## src/rtl/fetch_prefetch_queue_pkg.sv

```systemverilog
// Shared fetch-unit definitions: default PC width, fetch operations and
// the instruction length decode used by the prefetch queue.
package fetch_prefetch_queue_pkg;

    localparam int DEF_PC_WIDTH = 14;

    typedef enum logic [1:0] {
        FETCH_IDLE,
        FETCH_SEQ,
        FETCH_JUMP
    } fetch_operation_t;

    // Bit 1 of the first byte marks a two-byte instruction.
    function automatic logic [1:0] inst_len(input logic [7:0] first);
        return first[1] ? 2'd2 : 2'd1;
    endfunction

endpackage

```

## src/rtl/fetch_byte_queue.sv

```systemverilog
// Circular byte FIFO feeding decode: up to two bytes pushed and popped
// per cycle, with the two head bytes and the fill count exposed.
module fetch_byte_queue #(
    parameter int DEPTH = 4,
    localparam int AW = $clog2(DEPTH),
    localparam int CW = $clog2(DEPTH + 1)
) (
    input  logic          clk,
    input  logic          rst_async,
    input  logic          flush,
    input  logic [1:0]    push_n,
    input  logic [15:0]   push_data,
    input  logic [1:0]    pop_n,
    output logic [7:0]    head0,
    output logic [7:0]    head1,
    output logic [CW-1:0] count
);

    logic [7:0]    slots [DEPTH];
    logic [AW-1:0] rd;
    logic [AW-1:0] wr;

    assign head0 = slots[rd];
    assign head1 = slots[rd + AW'(1)];

    // Storage carries no reset; only the pointers define what is live.
    always_ff @(posedge clk) begin
        if (!flush) begin
            if (push_n != 2'd0) begin
                slots[wr] <= push_data[7:0];
            end
            if (push_n == 2'd2) begin
                slots[wr + AW'(1)] <= push_data[15:8];
            end
        end
    end

    always_ff @(posedge clk or posedge rst_async) begin
        if (rst_async) begin
            rd    <= '0;
            wr    <= '0;
            count <= '0;
        end else if (flush) begin
            rd    <= '0;
            wr    <= '0;
            count <= '0;
        end else begin
            rd    <= rd + AW'(pop_n);
            wr    <= wr + AW'(push_n);
            count <= count + CW'(push_n) - CW'(pop_n);
        end
    end

endmodule

```

## src/rtl/fetch_prefetch_queue.sv

```systemverilog
// Fetch unit: streams 16-bit memory words into a byte queue ahead of the
// PC and presents the variable-length instruction at the queue head.
module fetch_prefetch_queue
    import fetch_prefetch_queue_pkg::*;
#(
    parameter int PC_WIDTH    = DEF_PC_WIDTH,
    parameter int QUEUE_BYTES = 4
) (
    input  logic                               clk,
    input  logic                               rst_async,
    input  logic                               consume,
    input  logic                               redirect,
    input  logic [PC_WIDTH-1:0]                redirect_pc,
    output logic                               inst_valid,
    output logic [15:0]                        inst,
    output logic [PC_WIDTH-1:0]                inst_pc,
    output logic [$clog2(QUEUE_BYTES+1)-1:0]   occupancy,
    output logic                               mem_req,
    output logic [PC_WIDTH-2:0]                mem_addr,
    input  logic [15:0]                        mem_data
);

    localparam int CW = $clog2(QUEUE_BYTES + 1);

    logic [PC_WIDTH-2:0] fetch_ptr;
    logic                inflight;
    logic                drop;
    logic                skip;
    logic [7:0]          head0;
    logic [7:0]          head1;
    logic [1:0]          len;
    logic [1:0]          push_n;
    logic [1:0]          pop_n;
    logic [15:0]         push_data;
    logic                issue_ok;
    logic                take;
    logic                flush;
    fetch_operation_t    op;

    fetch_byte_queue #(
        .DEPTH(QUEUE_BYTES)
    ) u_queue (
        .clk       (clk),
        .rst_async (rst_async),
        .flush     (flush),
        .push_n    (push_n),
        .push_data (push_data),
        .pop_n     (pop_n),
        .head0     (head0),
        .head1     (head1),
        .count     (occupancy)
    );

    assign len        = inst_len(head0);
    assign inst_valid = (occupancy != '0)
                      && (len == 2'd1 || occupancy > CW'(1));
    assign inst       = (len == 2'd2) ? {head1, head0} : {8'h00, head0};

    // Room must remain for the word in flight plus the one issued now.
    assign issue_ok = (int'(occupancy) + (inflight ? 2 : 0) + 2)
                      <= QUEUE_BYTES;
    assign mem_req  = issue_ok & ~rst_async;
    assign mem_addr = fetch_ptr;

    always_comb begin
        op = FETCH_IDLE;
        unique case (1'b1)
            redirect:             op = FETCH_JUMP;
            !redirect && mem_req: op = FETCH_SEQ;
            default:              op = FETCH_IDLE;
        endcase
    end

    assign flush = (op == FETCH_JUMP);
    assign take  = consume & inst_valid & ~flush;
    assign pop_n = take ? len : 2'd0;

    always_comb begin
        push_n    = 2'd0;
        push_data = mem_data;
        if (!flush && inflight && !drop) begin
            if (skip) begin
                push_n    = 2'd1;
                push_data = {8'h00, mem_data[15:8]};
            end else begin
                push_n    = 2'd2;
            end
        end
    end

    always_ff @(posedge clk or posedge rst_async) begin
        if (rst_async) begin
            inst_pc   <= '0;
            fetch_ptr <= '0;
            inflight  <= 1'b0;
            drop      <= 1'b0;
            skip      <= 1'b0;
        end else begin
            inflight <= mem_req;
            if (flush) begin
                inst_pc   <= redirect_pc;
                fetch_ptr <= redirect_pc[PC_WIDTH-1:1];
                skip      <= redirect_pc[0];
                // A word requested now answers for the old stream.
                drop      <= mem_req;
            end else begin
                if (op == FETCH_SEQ) begin
                    fetch_ptr <= fetch_ptr + (PC_WIDTH-1)'(1);
                end
                if (take) begin
                    inst_pc <= inst_pc + PC_WIDTH'(len);
                end
                if (inflight) begin
                    if (drop) begin
                        drop <= 1'b0;
                    end else begin
                        skip <= 1'b0;
                    end
                end
            end
        end
    end

endmodule

```

## config.mk

```make
export PLATFORM = sky130hd
export DESIGN_NAME = fetch_prefetch_queue
export DESIGN_NICKNAME = d
export VERILOG_FILES = /design/src/rtl/fetch_prefetch_queue_pkg.sv /design/src/rtl/fetch_byte_queue.sv /design/src/rtl/fetch_prefetch_queue.sv
export SDC_FILE = /design/constraint.sdc
export NUM_CORES = 1
export LEC_CHECK = 0
export CORE_UTILIZATION = 48
export DETAILED_ROUTE_END_ITERATION = 8
export MAX_ROUTING_LAYER = met4
export PLACE_DENSITY = 0.84
export SLEW_MARGIN = 20
export SYNTH_ARGS = -nofsm -noshare
export SYNTH_HDL_FRONTEND = slang
export SYNTH_HIERARCHICAL = 1
export SYNTH_SLANG_ARGS = --single-unit
```

## constraint.sdc

```tcl
create_clock -name clk -period 3.1 [get_ports clk]
set_input_delay 0.62 -clock clk [delete_from_list [all_inputs] [get_ports clk]]
set_output_delay 0.62 -clock clk [all_outputs]
set_load 0.02 [all_outputs]
```

## After elaboration in Yosys (flattened, before gate mapping)

Memories as Yosys holds them, arrays and structs flattened.
Index checks and enable logic that the tools add are counted.

- Flip-flop bits (word level): 37
- Latch bits: 0
- Bits in writable memories: 32
- Bits in read-only memories: 0
- Bits of input ports: 34
- Output and inout port bits: 48
- Memories: 1

- Add/sub/neg operators: 10
- $mul: 0
- Div/mod/pow operators: 0
- Order comparisons: 2
- Equal/unequal tests: 6
- Shifts and indexed selects: 0
- Mux-type cells: 27
- Bitwise operators: 5
- Reductions and logical operators: 14

Memory list:

| name | words | width | rd ports | clocked after memory_dff | write ports | line | source |
|---|---|---|---|---|---|---|---|
| u_queue.slots | 4 | 8 | 2 | 0 | 2 | fetch_byte_queue.sv:19 | `logic [7:0] slots [DEPTH];` |

Operators with widths:

| cell | number |
|---|---|
| 16-bit 2-to-1 mux | 3 |
| 14-bit 2-to-1 mux | 2 |
| 13-bit 2-to-1 mux | 2 |
| 14-bit by 2-bit adder with 14-bit output | 1 |
| 2-bit 2-to-1 mux | 7 |
| 13-bit by 1-bit adder with 13-bit output (second input constant) | 1 |
| 1-bit 2-to-1 mux | 11 |
| 2-bit nonzero test | 4 |
| 2-bit equality test (second input constant) | 3 |
| 4-bit by 2-bit adder with 5-bit output (second input constant) | 1 |
| 5-bit by 3-bit <= comparator with 1-bit output (second input constant) | 1 |
| 2-bit by 1-bit adder with 2-bit output (second input constant) | 2 |
| 2-bit adder | 2 |
| 3-bit by 2-bit adder with 4-bit output | 1 |
| 2-bit by 1-bit equality test with 1-bit output (second input constant) | 2 |
| 1-bit logical AND | 4 |
| 2-bit case mux with 2 select lines | 1 |
| 3-bit by 2-bit adder with 3-bit output | 1 |
| 1-bit AND | 3 |
| 3-bit by 1-bit > comparator with 1-bit output (second input constant) | 1 |
| 1-bit zero test | 3 |
| 3-bit 2-to-1 mux | 1 |
| 3-bit nonzero test | 1 |
| 3-bit by 2-bit subtractor with 3-bit output | 1 |
| other kinds (4) | 5 |

## Depth between registers and ports, before layout

Gate-level depths: netlist of run 1.

- Depth after elaboration: 16
- Gate-level depth with buffers: 12

## Modules after synthesis

The synthesis of run 1 kept the hierarchy.

Modules (own cells, without submodules):

| module | times used | cells an instance | area each (sq um) | seq. area each (sq um) |
|---|---|---|---|---|
| fetch_byte_queue | 1 | 136 | 2,250.9 | 1,136.1 |
| fetch_prefetch_queue | 1 | 220 | 2,019.4 | 750.7 |

## Worst setup path after synthesis of run 1

OpenSTA, ideal clock, no wires.

- Path kind: reg-to-reg
- From: register u_queue.rd[1]
- To: register u_queue.count[2]
- Library setup time: 0.132 ns
- Arrival: 2.931 ns
- Required time: 2.968 ns
- Slack: 0.037 ns
- Cell stages (with the launch flop): 10
- Clock period less this slack: 3.063 ns
- Path through: dfrtp_1 buf_4 mux4_2 nor2b_1 o21ai_1 nor3_1 fa_1 fa_1 xnor2_1 nor2_1

- Cells in the longest elaborated chain, start to end: 10

Ends and longest elaborated chain:

| what | line | source |
|---|---|---|
| start: declaration | fetch_byte_queue.sv:20 | `logic [AW-1:0] rd;` |
| start signal: assignment | fetch_byte_queue.sv:48 | `rd <= rd + AW'(pop_n);` |
| memory 4 x 8 bit * | n/a |  |
| 2-bit 2-to-1 mux * | fetch_prefetch_queue_pkg.sv:15 | `return first[1] ? 2'd2 : 2'd1;` |
| 2-bit by 1-bit equality test with 1-bit output | fetch_prefetch_queue.sv:56 | `&& (len == 2'd1 \|\| occupancy > CW'(1));` |
| 1-bit logical OR | fetch_prefetch_queue.sv:56 |  |
| 1-bit logical AND | fetch_prefetch_queue.sv:56 |  |
| 1-bit AND (2 in a row) | fetch_prefetch_queue.sv:75 | `assign take = consume & inst_valid & ~flush;` |
| 2-bit 2-to-1 mux * | fetch_prefetch_queue.sv:76 | `assign pop_n = take ? len : 2'd0;` |
| net pop_n[1] | fetch_prefetch_queue.sv:33 | `logic [1:0] pop_n;` |
| 3-bit by 2-bit subtractor with 3-bit output * | fetch_byte_queue.sv:50 | `count <= count + CW'(push_n) - CW'(pop_n);` |
| 3-bit 2-to-1 mux * | fetch_byte_queue.sv:43 | `end else if (flush) begin` |
| end signal: assignment | fetch_byte_queue.sv:50 |  |
| end: declaration | fetch_byte_queue.sv:16 | `output logic [CW-1:0] count` |

The timed path passes the listed nets; every way through them passes the cells marked *.
A chain may end at the register's enable or synchronous reset.

## Final worst setup path of run 1

- From: register u_queue.count[1]
- To: output mem_req

- Cells in the longest elaborated chain, start to end: 4

Ends and longest elaborated chain:

| what | line | source |
|---|---|---|
| 3-bit by 2-bit adder with 4-bit output | fetch_prefetch_queue.sv:60 | `assign issue_ok = (int'(occupancy) + (inflight ? 2 : 0) + 2)` |
| 4-bit by 2-bit adder with 5-bit output | fetch_prefetch_queue.sv:60 |  |
| 5-bit by 3-bit <= comparator with 1-bit output | fetch_prefetch_queue.sv:61 | `<= QUEUE_BYTES;` |
| 1-bit AND | fetch_prefetch_queue.sv:62 | `assign mem_req = issue_ok & ~rst_async;` |
| end: declaration | fetch_prefetch_queue.sv:18 | `output logic mem_req,` |

Every way passes these cells.

==> flow_summary.yaml, run 1 <==
run_status:
  status: "completed"
sta:
  tightest_slew_ns: 0.7518
  period_share_pct: 95.51
  period_needed_ns: 2.961
  slew_violations: 0
  finalSetupViolations: 0
  whs_ns: 0.5169
  fin_ws_ns: 0.1391
  setup_tns_ns: 0
  rsz0062_at_grt: "false"
  finalClockSkew_ns: 0.009790
  fmax_mhz: 337.7
  relSlewSlack_pct: 49.70
  final_hold_viol_count: 0
power_and_ir_drop:
  seq_power_share_pct: 35.6
  power_frac_comb_pct: 39.2
  p_sw_share_pct: 34.62
  peakVddDrop_mv: 0.2764
  p_int_uw: 2224
  p_leak_uw: 0.002072
  power.switching_uw: 1178
  clkPwrFrac_pct: 25.2
  cellPowerDensity_mw_per_mm2: 618.5
placement:
  post-dp-hpwl_um: 7678
  dp.cells: 548
  portBuffers: 81
  place_ws_ns: 0.1594
  gp_congestion: 0.8895
yosys:
  avgSynthCellArea_um2: 12.00
  async_flop_share_pct: 53.62
  syn_inst: 356
  synth_ff_type: "dfrtp_1"
  synth.yosys.seq_area_share_pct: 44.18
  synth_seq_cells: 69
  syn-num-nets: 402
  synth_warnings: 6
  syn_area_mm2: 0.004270
  ys_types: 53
  synth_edf_count: 32
finish:
  fillers: 690
  fin_cells: 564
  layout_commonest_cell: "clkdlybuf4s50_1"
  diodes: 0
  synthToLayoutAreaGrowth_pct: 28.80
  final_layout_size_suffix_gt1_share_pct: 23.68
  layout_common_cells: "clkdlybuf4s50_1 (80), dfrtp_1 (37), mux2_2 (36), edfxtp_1 (32), buf_4 (19)"
  final_nets: 497
critical_path:
  arrival_ns: 2.34
  cp_data_required_time_ns: 2.48
  cp_max_fo: 11
  critPathKind: "reg2out"
  worstSetupEndpointType: "output pin"
  start_kind: "register"
  rrSetupSlack_ns: 0.14
global_routing:
  grt_max_degree: 20
  grt_pass1_vias: 3359
  antenna_found_initial: 0
  grt-ovfl-total: 0
  grt_pass1_wl_um: 16100
  track_usage_pct: 24.09
clock_network:
  cts_num_sinks: 69
  insertion_delay_ns: 0.35
  root_buffer: "clkbuf_8"
  path_clk_slew_ns: 0.08
  cts_tree: "built"
  cts_buffers: 9
  htree_levels: 3
  clockBufferDepth: 2
route:
  ant_nets: 0
  post_drt_wl_per_cell_um: 18.50
  routed_wirelength_um: 10430
  vias: 3315
  drtIter0Drc: 154
  first_pass_iters: 5
  vias_per_cell: 5.878
  post-route-drc-count: 0
die:
  start_util_pct: 49.21
  die_w_um: 96.32
  chipHeight_um: 96.32
  ioPinCount: 82
  rows: 34
  die_area_mm2: 0.009278
  coreArea_mm2: 0.008678
run:
  cap_violations: 0
hold_path:
  hold_path.class: "reg2reg"
## power by group through the flow
stage	registers [µW]	clock network (µW)	logic, µW
2_1_floorplan	1280	0	795
3_3_place_gp	1210	0	1290
3_5_place_dp	1230	0	1330
4_1_cts	1210	866	1340
5_1_grt	1230	907	1460
6_report	1210	857	1330
## synth_stat cells (3+ instances only)
cell type,count,area share [%]
inv_1,17,1.5
buf_6,4,1.1
o31ai_1,8,1.4
or4_1,8,1.4
nand4_1,3,0.44
ha_1,9,2.6
o21ai_0,7,0.82
dfrtp_1,37,22
nor2b_1,12,1.8
mux2_4,8,2.8
and2_1,8,1.2
mux4_2,16,8.4
edfxtp_1,32,23
mux2i_1,3,0.70
or3_1,3,0.44
nand3_1,10,1.2
o31a_1,5,1.0
a211oi_1,4,0.70
nor3_1,7,0.82
fa_1,3,1.4
or2_2,3,0.44
and4_1,3,0.62
a21oi_1,5,0.59
mux2_2,36,9.5
nor2_1,18,1.6
nand2b_1,6,0.88
nor4_1,4,0.59
clkbuf_1,9,0.79
a31oi_1,12,1.8
xnor2_1,8,1.6
xor2_1,4,0.82
nand2_1,17,1.5
## cells by family after synthesis
logic type,count (synthesis),share of synthesized area [%]
buffers and inverters,33,3.750
multiplexers,63,21.45
flip-flops,69,44.18
adder cells (fa/ha/maj),12,4.043
AO/OA/AOI/OAI,51,8.614
XOR/XNOR,12,2.461
AND/OR/NAND/NOR,116,15.50
## layer usage
layer  GRT usage [%]  share of wire (%)
met3           5.608                5.5
met5               -                  0
met1           26.70                 40
met2           42.02                 52
met4           9.314                2.1
## timing repair
item                                    CTS  global route
setup buffers                             0             0
gates cloned                              0             0
hold buffers                              0             0
pin swaps                                 0             1
endpoints found under the setup margin    1             2
hold endpoints to repair                  0             0
gates resized for setup                   1             1
## stage by stage
step | total power [µW] | util (%) | area (µm²)
detailed placement | 2560 | 60.64 | 5263
global placement | 2499 | 60.64 | 5263
finish | 3402 | 63.38 | 5500
global route | 3589 | 63.38 | 5500
CTS | 3410 | 63.37 | 5499
floorplan | 2071 | - | 4270
## registers in the layout, indices dropped and copies added, names as in the netlist
register	cells
u_queue/slots	32
inst_pc	14
mem_addr	13
u_queue/count	3
u_queue/rd	2
u_queue/wr	2
drop	1
inflight	1
skip	1
## path summary, 6_finish.rpt
kind	start	end	cells after the start
max in group asynchronous	rst_async	inst_pc[3]	3
max	u_queue/count[1]	mem_req	8
min in group asynchronous	rst_async	u_queue/count[1]	2
min reg2reg	inflight	drop	1
min	inflight	drop	1
max reg2reg	u_queue/rd[1]	u_queue/count[2]	9
## final cells by class
type                            instances  area (µm²)  area share (%)
Clock buffer                           13       191.4           3.480
Clock inverter                          3       46.29          0.8417
Inverter                               17       63.81           1.160
Multi-Input combinational cell        254        2223           40.42
Sequential cell                        69        1887           34.30
Tap cell                              108       135.1           2.457
Timing Repair Buffer                  100       953.4           17.33
## critical path, cell delays in order (launching register included)
cell	delay (ns)
dfrtp_1	0.42
inv_1	0.07
ha_1	0.13
inv_1	0.04
ha_1	0.29
or2_4	0.26
a21o_2	0.27
inv_1	0.18
clkdlybuf4s15_1	0.33
Power figures use the tool's default switching activity.
==> run 2: changes to the inputs <==
RECOVER_POWER = 25   (was not set)
SLEW_MARGIN = 30   (was 20)
==> flow_summary.yaml, run 2 (synthesis results as in run 1) <==
run_status:
  status: "completed"
power_and_ir_drop:
  peakVddDrop_mv: 0.2744
  p_leak_uw: 0.002064
  cellPowerDensity_mw_per_mm2: 618.2
sta:
  period_needed_ns: 2.970
  slew_violations: 0
  period_share_pct: 95.79
  whs_ns: 0.5164
  setup_tns_ns: 0
  tightest_slew_ns: 1.056
  rsz0062_at_grt: "false"
  finalClockSkew_ns: 0.01256
  relSlewSlack_pct: 29.61
  final_hold_viol_count: 0
  finalSetupViolations: 0
  fmax_mhz: 336.8
finish:
  regMostFlops: "u_queue/slots"
  largest_reg_flops: 32
  layout_common_cells: "clkdlybuf4s50_1 (74), dfrtp_1 (37), mux2_2 (36), edfxtp_1 (32), nor2_1 (18)"
  synthToLayoutAreaGrowth_pct: 28.51
  fin_util_pct: 63.24
  final_nets: 497
  fin_cells: 564
  final_layout_size_suffix_gt1_share_pct: 23.03
  layout_commonest_cell: "clkdlybuf4s50_1"
  diodes: 0
die:
  rows: 34
  coreArea_mm2: 0.008678
  die_w_um: 96.32
  chipHeight_um: 96.32
  ioPinCount: 82
  start_util_pct: 49.21
  die_area_mm2: 0.009278
route:
  routed_wirelength_um: 10410
  first_pass_iters: 4
  ant_nets: 0
  post_drt_wl_per_cell_um: 18.45
  drtIter0Drc: 160
  post-route-drc-count: 0
  vias: 3322
  vias_per_cell: 5.890
placement:
  gp_congestion: 0.8895
  dp.cells: 548
  post-dp-hpwl_um: 7678
  portBuffers: 81
critical_path:
  slowest_stage: "mux4_2"
  critPathKind: "reg2reg"
  cp_data_required_time_ns: 3.33
  start_kind: "register"
  cp_max_fo: 6
  arrival_ns: 3.20
  cpPeakStageDelay_ns: 0.59
  rrSetupSlack_ns: 0.13
  crit_top_cell: "fa_1"
  worst-path-buf-inv: 1
  cp_top_family: "adder cells"
  worstSetupEndpointType: "register"
  path_cells: "mux4_2 > nor2b_1 > o21ai_1 > nor3_1 > buf_4 > fa_1 > fa_1 > xnor2_1 > nor2_1"
global_routing:
  grt-ovfl-total: 0
  antenna_found_initial: 0
  grt_pass1_vias: 3359
  track_usage_pct: 24.09
  grt_max_degree: 20
  grt_pass1_wl_um: 16100
run:
  cap_violations: 0
clock_network:
  insertion_delay_ns: 0.35
  cts_setup_buffers: 0
  clockBufferDepth: 2
  htree_levels: 3
  cts_hold_buf: 0
  path_clk_slew_ns: 0.08
  root_buffer: "clkbuf_8"
  cts_tree: "built"
  cts_buffers: 9
  cts_num_sinks: 69
hold_path:
  hold_path.class: "reg2reg"
==> run 2: cell count changes in the layout (fill, tap and decap cells not counted) <==
cell	previous run	this run
dlygate4sd3_1	0	6
clkdlybuf4s50_1	80	74
nor3b_1	0	1
nor3b_2	2	1
buf_4	19	17
clkbuf_1	1	3
==> run 2: what timing repair did <==
item                                   in CTS  in global routing
setup endpoints to repair                   1                  2
pin swaps                                   0                  1
resized for setup                           1                  1
cloned                                      0                  0
endpoints found under the hold margin       0                  0
==> run 2: final timing paths <==
path / start / cells after the start / endpoint
worst max-delay path: u_queue/rd[1] / 9 / u_queue/count[2]
min in group asynchronous: rst_async / 2 / u_queue/count[1]
worst min-delay path: inflight / 1 / drop
worst max register to register: u_queue/rd[1] / 9 / u_queue/count[2]
max in group asynchronous: rst_async / 3 / inst_pc[3]
worst min register to register: inflight / 1 / drop
==> run 2: power by group <==
group	leakage, µW	internal, µW	switching, µW	total [µW]
clock network	0.000117	495	362	857
registers	0.000729	1080	127	1210
logic	0.00122	641	685	1330
total	0.00206	2220	1170	3390
==> run 2: cell type report <==
cell class / instances / area, µm²
clock inverter: 3 / 46.29
clock buffer: 13 / 191.4
timing repair buffer: 100 / 945.9
multi-input combinational: 254 / 2218
tap: 108 / 135.1
fill: 695 / 3191
sequential: 69 / 1887
inverter: 17 / 63.81
==> run 2: per-stage QoR <==
step	instance area, µm²	worst slack, ns	total power (µW)
floorplan	4270	0.03690	2071
global placement	5263	0.2743	2499
detailed placement	5263	0.1594	2560
CTS	5499	0.09028	3410
global route	5488	0.01182	3581
finish	5488	0.1305	3393
==> run 2: layer usage <==
| layer | routed length, µm | share of wire, % | up-vias | GRT usage [%] |
|---|---|---|---|---|
| met5 | 0 | 0 | - | - |
| met4 | 235 | 2.3 | 0 | 9.314 |
| met3 | 698 | 6.7 | 19 | 5.608 |
| met2 | 5444 | 52 | 148 | 42.02 |
| met1 | 4030 | 39 | 1625 | 26.70 |
| li1 | - | - | 1530 | - |
==> run 2: worst reg2reg max path: stages (launching register included) <==
cell     delay (ns)
dfrtp_1        0.37
mux4_2         0.59
nor2b_1        0.23
o21ai_1        0.15
nor3_1         0.23
buf_4          0.18
fa_1           0.45
fa_1           0.44
xnor2_1        0.18
nor2_1         0.05
==> run 3: changes to the inputs <==
CORE_UTILIZATION = 35   (was 48)
CTS_CLUSTER_SIZE = 20   (was not set)
PLACE_DENSITY = 0.66   (was 0.84)
RECOVER_POWER = not set   (was 25)
==> flow_summary.yaml, run 3 (synthesis results as in run 1) <==
run_status:
  status: "completed"
clock_network:
  root_buffer: "clkbuf_16"
  cts_setup_buffers: 0
  cts_buffers: 9
  cts_tree: "built"
  cts_num_sinks: 69
  clockBufferDepth: 2
  htree_levels: 3
  path_clk_slew_ns: 0.06
  cts_hold_buf: 0
  insertion_delay_ns: 0.33
critical_path:
  rr_startpoint: "u_queue/rd[1]"
  cpPeakStageDelay_ns: 0.55
  slowest_stage: "mux4_2"
  arrival_ns: 2.29
  path_cells: "buf_4 > mux4_2 > and2_1 > clkdlybuf4s50_1"
  cp_max_fo: 16
  critPathKind: "reg2out"
  startpoint: "u_queue/rd[1]"
  reg2reg_depth: 9
  worstSetupEndpointType: "output pin"
  r2r_end: "u_queue/count[2]"
  rrSetupSlack_ns: 0.21
  worst-path-buf-inv: 2
  cp_top_family: "buffers and inverters"
  start_kind: "register"
  cp_data_required_time_ns: 2.48
power_and_ir_drop:
  p_leak_uw: 0.002119
  cellPowerDensity_mw_per_mm2: 659.9
  finalPower_uw: 3734
  peakVddDrop_mv: 0.3176
route:
  post_drt_wl_per_cell_um: 18.20
  wirelength_met1_um: 4672
  first_pass_iters: 4
  ant_nets: 0
  routed.top_layer: "met4"
  routed_wirelength_um: 10900
  vias_per_cell: 5.484
  route.met3.wl_um: 527
  post-route-drc-count: 0
  drtIter0Drc: 182
  vias: 3285
  met2_length_um: 5595
hold_path:
  min_from: "inflight"
  holdPathStages: 1
  holdPathEnd: "drop"
  hold_path.class: "reg2reg"
global_routing:
  grt_max_degree: 33
  grt-ovfl-total: 0
  grt_pass1_wl_um: 17510
  antenna_found_initial: 0
  grt_pass1_vias: 3430
  track_usage_pct: 18.73
sta:
  fmax_mhz: 343.5
  tightest_slew_ns: 0.7672
  period_share_pct: 93.91
  slew_violations: 0
  finalSetupViolations: 0
  period_needed_ns: 2.911
  setup_tns_ns: 0
  final_hold_viol_count: 0
  rsz0062_at_grt: "false"
  relSlewSlack_pct: 48.67
  finalClockSkew_ns: 0.008268
die:
  die_w_um: 112.5
  ioPinCount: 82
  chipHeight_um: 112.5
  die_area_mm2: 0.01265
  rows: 39
  coreArea_mm2: 0.01166
  start_util_pct: 36.62
run:
  cap_violations: 0
placement:
  gp_congestion: 0.8388
  portBuffers: 81
  post-dp-hpwl_um: 7858
finish:
  diodes: 0
  layout_common_cells: "clkdlybuf4s50_1 (80), mux2_2 (36), dfrtp_1 (36), edfxtp_1 (32)"
  regMostFlops: "u_queue/slots"
  largest_reg_flops: 32
  final_layout_size_suffix_gt1_share_pct: 23.68
  layout_commonest_cell: "clkdlybuf4s50_1"
  synthToLayoutAreaGrowth_pct: 32.49
  final_nets: 497
## run 3: how the worst max path moves through the flow
| stage | endpoint | slack [ns] | depth (start not counted) |
|---|---|---|---|
| 2_1_floorplan | u_queue/count[2] | 0.04 | 9 |
| 3_3_place_gp | u_queue/count[2] | 0.17 | 7 |
| 3_5_place_dp | u_queue/count[2] | 0.15 | 7 |
| 4_1_cts | inst[10] | 0.14 | 4 |
| 5_1_grt | inst_pc[10] | 0.02 | 9 |
| 6_report | inst[10] | 0.19 | 4 |
## run 3: through the flow
step / hold WS, ns / setup WS, ns / area, µm² / instances / utilization (%)
6_report: 0.4983 / 0.1888 / 5658 / 599 / 48.51
5_1_grt: 0.5131 / 0.01895 / 5658 / 599 / 48.51
4_1_cts: 0.4973 / 0.1430 / 5658 / 599 / 48.51
3_5_place_dp: 0.4756 / 0.1534 / 5319 / 583 / 45.61
3_3_place_gp: 0.4724 / 0.1688 / 5319 / 583 / 45.61
2_1_floorplan: 0.4234 / 0.03690 / 4270 / 356 / -
## run 3: metal layers
layer | GRT usage (%) | vias to the layer above
li1 | - | 1538
met3 | 4.482 | 5
met2 | 32.59 | 87
met5 | - | -
met1 | 21.64 | 1655
met4 | 4.978 | 0
## run 3: what timing repair did
action                                  CTS  global route
endpoints found under the setup margin    1             2
pin swaps                                 0             1
gates cloned                              0             0
endpoints found under the hold margin     0             0
resized for setup                         2             0
## run 3: final cells by class
class                   instances  area, µm²
multi-input cells             254       2223
flip-flops and latches         69       1888
well taps                     143      178.9
fillers                      1045       6005
inverters                      17      63.81
repair buffers                100      964.7
clock buffers                   9      225.2
clock inverters                 7      113.9
## run 3: power by group
group,internal [µW],switching [µW],total [µW]
clock network,781,393,1170
logic,655,688,1340
registers,1090,131,1220
total,2520,1210,3730
